===== config.mk =====
export PLATFORM = sky130hd
export DESIGN_NAME = instr_fetch
export DESIGN_NICKNAME = d
export VERILOG_FILES = /design/src/rtl/mips_pkg.sv /design/src/rtl/next_pc_calc.sv /design/src/rtl/instr_fetch.sv
export SDC_FILE = /design/constraint.sdc
export NUM_CORES = 1
export LEC_CHECK = 0
export CAP_MARGIN = 10
export CORE_MARGIN = 2
export CORE_UTILIZATION = 35
export CTS_BUF_LIST = sky130_fd_sc_hd__clkbuf_8
export DETAILED_ROUTE_END_ITERATION = 10
export PLACE_DENSITY = 0.76
export SETUP_SLACK_MARGIN = 0.2
export SYNTH_ARGS = -nofsm -noshare
export SYNTH_HDL_FRONTEND = slang
export SYNTH_SLANG_ARGS = --single-unit

===== constraint.sdc =====
create_clock -name clk -period 3.13 [get_ports clk]
set_input_delay 0.313 -clock clk [delete_from_list [all_inputs] [get_ports clk]]
set_output_delay 0.313 -clock clk [all_outputs]
set_load 0.1 [all_outputs]

===== src/rtl/mips_pkg.sv =====
// Shared field positions, reset default and fetch FSM state type for the fetch unit.
// No logic, so no latency.
// No handshakes of its own, so no backpressure behaviour.
package mips_pkg;

   localparam int OPC_W    = 6;
   localparam int FUNC_W   = 6;
   localparam int OPC_MSB  = 31;
   localparam int OPC_LSB  = OPC_MSB - OPC_W + 1;
   localparam int FUNC_LSB = 0;
   localparam int FUNC_MSB = FUNC_LSB + FUNC_W - 1;
   localparam int IMM_W    = 16;
   localparam int JIDX_W   = 26;

   localparam logic [31:0] RESET_PC_DFLT = 32'h0000_0000;

   typedef enum logic [1:0] {
      FETCH_REQ,
      FETCH_WAIT,
      ISSUE,
      HALTED
   } fetch_state_t;

endpackage


===== src/rtl/next_pc_calc.sv =====
// Selects the next PC (jump-register, jump, taken branch or sequential) and flags misaligned targets.
// Purely combinational, zero cycles.
// No handshakes; the result is consumed only when the current instruction retires.
module next_pc_calc
   import mips_pkg::*;
(
   input  logic [31:0] pc,
   input  logic [31:0] inst,
   input  logic        jump,
   input  logic        jump_reg,
   input  logic        branch,
   input  logic        zero,
   input  logic [31:0] jr_target,
   output logic [31:0] next_pc,
   output logic        misaligned
);

   logic [31:0] pc_plus4;
   logic [31:0] jump_tgt;
   logic [31:0] br_off;
   logic        unused_opc;

   assign pc_plus4 = pc + 32'd4;
   // Jump keeps the 256 MB region of the sequential address.
   assign jump_tgt = {pc_plus4[31:28], inst[JIDX_W-1:0], 2'b00};
   // Branch offset is a sign-extended word offset.
   assign br_off   = {{(32-IMM_W-2){inst[IMM_W-1]}}, inst[IMM_W-1:0], 2'b00};
   // The opcode field plays no part in target selection.
   assign unused_opc = ^inst[OPC_MSB:OPC_LSB];

   // Priority select: jump-register, jump, taken branch, then sequential.
   always_comb begin
      next_pc = pc_plus4;
      if (jump && jump_reg) begin
         next_pc = jr_target;
      end else if (jump) begin
         next_pc = jump_tgt;
      end else if (branch && zero) begin
         next_pc = pc_plus4 + br_off;
      end
   end

   assign misaligned = |next_pc[1:0];

endmodule


===== src/rtl/instr_fetch.sv =====
// Multi-cycle fetch/issue unit: fetches a word, holds it for execution, then steps the PC.
// At least 3 cycles per instruction (request, ack, issue with exec_done).
// Waits indefinitely for imem_ack and for exec_done; halts stick until reset.
module instr_fetch
   import mips_pkg::*;
#(
   parameter logic [31:0] RESET_PC = RESET_PC_DFLT,
   parameter int          CNT_W    = 32
)
(
   input  logic             clk,
   input  logic             rst_b,
   output logic             imem_req,
   output logic [31:0]      imem_addr,
   input  logic             imem_ack,
   input  logic [31:0]      imem_rdata,
   output logic [31:0]      inst,
   output logic [5:0]       opcode,
   output logic [5:0]       func,
   output logic             inst_valid,
   input  logic             exec_done,
   input  logic             jump,
   input  logic             jump_reg,
   input  logic             branch,
   input  logic             zero,
   input  logic [31:0]      jr_target,
   input  logic             halted_in,
   output logic [31:0]      pc,
   output logic [31:0]      pc_plus4,
   output logic             halt,
   output logic             fault,
   output logic [CNT_W-1:0] retired
);

   fetch_state_t state;
   fetch_state_t state_nxt;
   logic [31:0]  next_pc;
   logic         misaligned;
   logic         retire;

   next_pc_calc u_next_pc (
      .pc         (pc),
      .inst       (inst),
      .jump       (jump),
      .jump_reg   (jump_reg),
      .branch     (branch),
      .zero       (zero),
      .jr_target  (jr_target),
      .next_pc    (next_pc),
      .misaligned (misaligned)
   );

   // Request and valid come straight from the state, so reset clears them at once
   // and an ack outside FETCH_WAIT can never be taken.
   assign imem_req   = (state == FETCH_WAIT);
   assign inst_valid = (state == ISSUE);
   assign imem_addr  = pc;
   assign opcode     = inst[OPC_MSB:OPC_LSB];
   assign func       = inst[FUNC_MSB:FUNC_LSB];
   assign pc_plus4   = pc + 32'd4;
   assign retire     = (state == ISSUE) && exec_done;

   // State register.
   always_ff @(posedge clk or negedge rst_b) begin
      if (!rst_b) begin
         state <= FETCH_REQ;
      end else begin
         state <= state_nxt;
      end
   end

   // Next-state: a retiring instruction either stops the machine or starts the next fetch.
   always_comb begin
      state_nxt = state;
      case (state)
         FETCH_REQ:  state_nxt = FETCH_WAIT;
         FETCH_WAIT: if (imem_ack) state_nxt = ISSUE;
         ISSUE: begin
            if (exec_done) begin
               state_nxt = (halted_in || misaligned) ? HALTED : FETCH_REQ;
            end
         end
         HALTED:     state_nxt = HALTED;
         default:    state_nxt = FETCH_REQ;
      endcase
   end

   // Architectural state: instruction latch, PC step, sticky halt/fault, saturating retire count.
   always_ff @(posedge clk or negedge rst_b) begin
      if (!rst_b) begin
         pc      <= RESET_PC;
         inst    <= 32'h0;
         halt    <= 1'b0;
         fault   <= 1'b0;
         retired <= '0;
      end else begin
         if ((state == FETCH_WAIT) && imem_ack) begin
            inst <= imem_rdata;
         end
         if (retire) begin
            if (retired != {CNT_W{1'b1}}) begin
               retired <= retired + 1'b1;
            end
            if (halted_in) begin
               halt <= 1'b1;
            end else if (misaligned) begin
               // PC stays on the offending instruction for post-mortem.
               fault <= 1'b1;
               halt  <= 1'b1;
            end else begin
               pc <= next_pc;
            end
         end
      end
   end

endmodule


==> parameters.txt <==
Parameter                              Value

Layout
  Fraction of layout instances using a drive strength above 1 ... 0.4405
  Multi-input combinational cell area ... 0.005672 mm²
  Post-route standard cell area excluding fillers ... 0.01277 mm²
  Diodes inserted ... 0
  Area growth syn-to-layout ... 68.79%
  Final nets ... 1317
  Number of cells in the finished layout apart from fillers ... 1485
  Filler Cells Inserted ... 1734
  Register Area ... 0.002581 mm²

Timing
  Final WS setup ... -0.2385 ns
  Final number of max-transition violations ... 0
  Min Tclk post-route ... 3.369 ns
  Setup violators final ... 15
  Peak Freq ... 296.9 MHz
  RSZ-0062 raised after global routing ... true
  Transition time at the pin with the least slew margin ... 0.9942 ns
  Worst slew margin relative to its limit ... 0.3351
  Total count of hold-check failures in the final report ... 0
  Period Utilization, post-route ... 1.076
  Worst clock skew ... 0.01515 ns

GRT
  Maximum number of pins on one net before global-route repair ... 52
  All-layer global routing usage ... 0.2510
  Number of global-route vias before repair ... 8116
  Number of antenna violations at the first check in global routing ... 0
  Met3 Use GR ... 0.05693
  GR met1 Demand/Resource ... 0.3105
  Met2 capacity usage during global routing ... 0.4311
  Most Used Layer, Global Route ... met2
  Total global routing overflow ... 0
  Wire length of the first global-routing pass ... 44.17 mm

CTS
  Worst skew pair latency ... 0.39 ns
  Total clock sinks ... 100
  CTS clock-pin slew for the worst setup and hold paths ... 0.11 ns
  Clock buffers created by TritonCTS ... 9
  Cell at the root of the clock tree ... clkbuf_8
  TritonCTS clock tree ... yes
  Max H-tree Level ... 3
  Clock tree buffer depth ... 2

Floorplan
  Initial core utilization ... 0.3578
  # rows ... 53
  Core Footprint ... 0.02115 mm²
  Die width ... 151.1 µm
  Top-Level Pins ... 249
  Die height ... 151.1 µm
  Die area ... 0.02282 mm²

Run
  Number of max-cap violations ... 0

Logic synthesis
  Async set-reset flop share out of synthesis ... 1.000
  Yosys reg bits ... 100
  Cells after Synth ... 835
  Share of the yosys chip area belonging to registers ... 0.3306
  Predominant post-synthesis flop cell ... dfrtp_1
  Total number of yosys warnings ... 0
  Synth Net Count ... 947
  Count of flip-flops with a built-in enable after synthesis ... 0
  Average cell area after synthesis ... 9.064 µm²
  Netlist area before placement ... 0.007569 mm²
  Count of distinct cell types in the synthesized netlist ... 70

Drt
  Detail-routed net length per standard cell ... 19.44 µm
  Total via count in the routed design ... 7957
  Router iterations before antenna repair ... 5
  DRT iter0 DRCs ... 452
  Overall routed net length ... 28.86 mm
  Number of nets with antenna violations after routing ... 0
  DR DRC count ... 0
  Post-DR vias/cell ... 5.358

Run status
  Run status ... finished, violations left
  Violations in the final reports ... negative setup slack

Critical path
  Startpoint type of the worst setup path ... flip-flop
  Critical Path RT ... 3.45 ns
  Crit path arrival time ... 3.69 ns
  Worst setup EP type ... flip-flop
  Peak fanout along the critical path ... 6
  WS Path Type ... flip-flop to flip-flop

Placed design
  Placed wire-length estimate after detailed placement ... 21.83 mm
  Cells after DPL ... 1440
  Setup Slack @ Placement ... -0.2553 ns
  Cell area after placement ... 0.01172 mm²
  Routability Congestion ... 0.9440
  IO buf count ... 248

Worst hold path
  Type of the worst min-delay path ... flip-flop to flip-flop

Pwr
  Static leakage power ... 5.777 nW
  Power per standard cell area ... 620.0 mW/mm²
  Worst supply voltage drop on vdd ... 0.6788 mV
[kinds of logic (layout without fill, tap and decap cells)]
group,after synthesis,count (layout),share of synthesized area
AOI/OAI and AO/OA,193,193,0.1704
xor gates and xnor gates,73,73,0.08448
adders and majority gates,39,39,0.06547
buffers and inverters,96,471,0.07109
DFF,100,100,0.3306
muxes,64,64,0.09175
and+or+nand+nor,270,270,0.1861
[report_power, final]
| part | internal [mW] | leakage (nW) | switching, mW |
|---|---|---|---|
| sequential | 1.47 | 1.27 | 0.219 |
| clock | 0.403 | 0.111 | 0.539 |
| combinational | 1.71 | 4.39 | 3.58 |
| total | 3.59 | 5.78 | 4.33 |
[cells in the mapped netlist, types with 3 or more instances]
cell type | instances | area (µm²)
dfrtp_1 | 100 | 2502
nor3_1 | 12 | 60.06
a22o_1 | 4 | 35.03
buf_2 | 4 | 20.02
a31oi_1 | 7 | 43.79
o211ai_1 | 7 | 52.55
and3_1 | 11 | 68.82
o21a_1 | 4 | 30.03
nand4_1 | 19 | 118.9
a21o_1 | 16 | 120.1
xor2_1 | 19 | 166.4
o21bai_1 | 8 | 60.06
nand3_1 | 37 | 185.2
or3_1 | 7 | 43.79
mux2i_1 | 21 | 210.2
nor4_4 | 3 | 63.81
a32oi_1 | 3 | 26.28
o21ai_1 | 4 | 20.02
o31ai_1 | 8 | 60.06
nor2_1 | 49 | 183.9
a2111oi_0 | 3 | 26.28
ha_1 | 38 | 475.5
o21ai_0 | 37 | 185.2
a21oi_1 | 46 | 230.2
and2_1 | 15 | 93.84
nor2b_1 | 4 | 25.02
and4_1 | 8 | 70.07
inv_1 | 14 | 52.55
nand2_1 | 86 | 322.8
clkbuf_1 | 25 | 93.84
nor4_1 | 3 | 18.77
buf_4 | 46 | 345.3
buf_1 | 7 | 26.28
mux2_2 | 43 | 484.2
o22ai_1 | 3 | 18.77
a211oi_1 | 14 | 105.1
o221ai_1 | 7 | 61.31
xnor2_1 | 54 | 473.0
[worst paths after layout]
check	from	end	slack [ns]	depth (start not counted)
worst max-delay path	imem_addr[2]$_DFFE_PN0P_	imem_addr[29]$_DFFE_PN0P_	-0.24	15
worst min-delay path	fault$_DFFE_PN0P_	fault$_DFFE_PN0P_	0.48	1
worst max register to register	imem_addr[2]$_DFFE_PN0P_	imem_addr[29]$_DFFE_PN0P_	-0.24	15
worst min register to register	fault$_DFFE_PN0P_	fault$_DFFE_PN0P_	0.48	1
max in group asynchronous	rst_b	imem_addr[10]$_DFFE_PN0P_	1.80	3
min in group asynchronous	rst_b	retired[11]$_DFFE_PN0P_	0.49	2
[placed cells by master (no fill, tap or decap), drive strengths merged, types with 8 or more instances in the layout]
master and n:
ha 38, a21oi 47, inv 18, o21ai 41, nand4 21, o31ai 8
nor3 13, clkdlybuf4s50 119, o21bai 8, and4 8, buf 321, a211oi 14
dfrtp 100, nand2 86, a21o 16, xor2 19, clkbuf 10, nor2 49
xnor2 54, mux2 43, and3 11, nand3 38, and2 15, mux2i 21
[sequential cells by signal, summed over array words and instances (netlist names)]
name,count
state,2
fault,1
inst,32
imem_addr,32
retired,32
halt,1
[per-layer routing]
metal  wire, µm  vias to the layer above
met3       2107                       43
li1           -                     3732
met5          0                        -
met1      11970                     3879
met4        585                        0
met2      14200                      303
[cell type report]
type / instances / area share
well taps: 275 / 0.02693
flip-flops and latches: 100 / 0.2021
multi-input cells: 639 / 0.4440
clock buffers: 10 / 0.01077
repair buffers: 441 / 0.3066
inverters: 14 / 0.004114
clock inverters: 6 / 0.005583
[critical path, cell delays in order (launching register included)]
cell and delay [ns]:
dfrtp_4 0.47, buf_12 0.12, ha_4 0.13, nand2_4 0.06
nor4_4 0.33, buf_6 0.19, nand2_4 0.07, xnor2_4 0.22
ha_4 0.26, a21oi_4 0.14, o21ai_2 0.09, a211oi_2 0.33
nand2_1 0.11, o2111a_1 0.27, o41a_1 0.36, a21oi_1 0.15
[metrics by stage]
| step | hold slack, ns | util | setup TNS [ns] | power [mW] |
|---|---|---|---|---|
| 3_3_place_gp | 0.3960 | 0.5539 | -1.606 | 6.600 |
| 2_1_floorplan | 0.01741 | - | -15.28 | 5.223 |
| 4_1_cts | 0.4841 | 0.5924 | -1.020 | 7.828 |
| 5_1_grt | 0.5149 | 0.6039 | -4.818 | 8.232 |
| 3_5_place_dp | 0.4042 | 0.5539 | -2.091 | 6.642 |
| 6_report | 0.4789 | 0.6039 | -1.899 | 7.920 |
[what timing repair did]
action	4_1_cts	5_1_grt
buffers inserted	15	13
hold endpoints to repair	49	0
pin swaps	44	38
resized for setup	87	29
hold buffers	1	0
endpoints found under the setup margin	21	25
(Power assumes the default switching activity.)
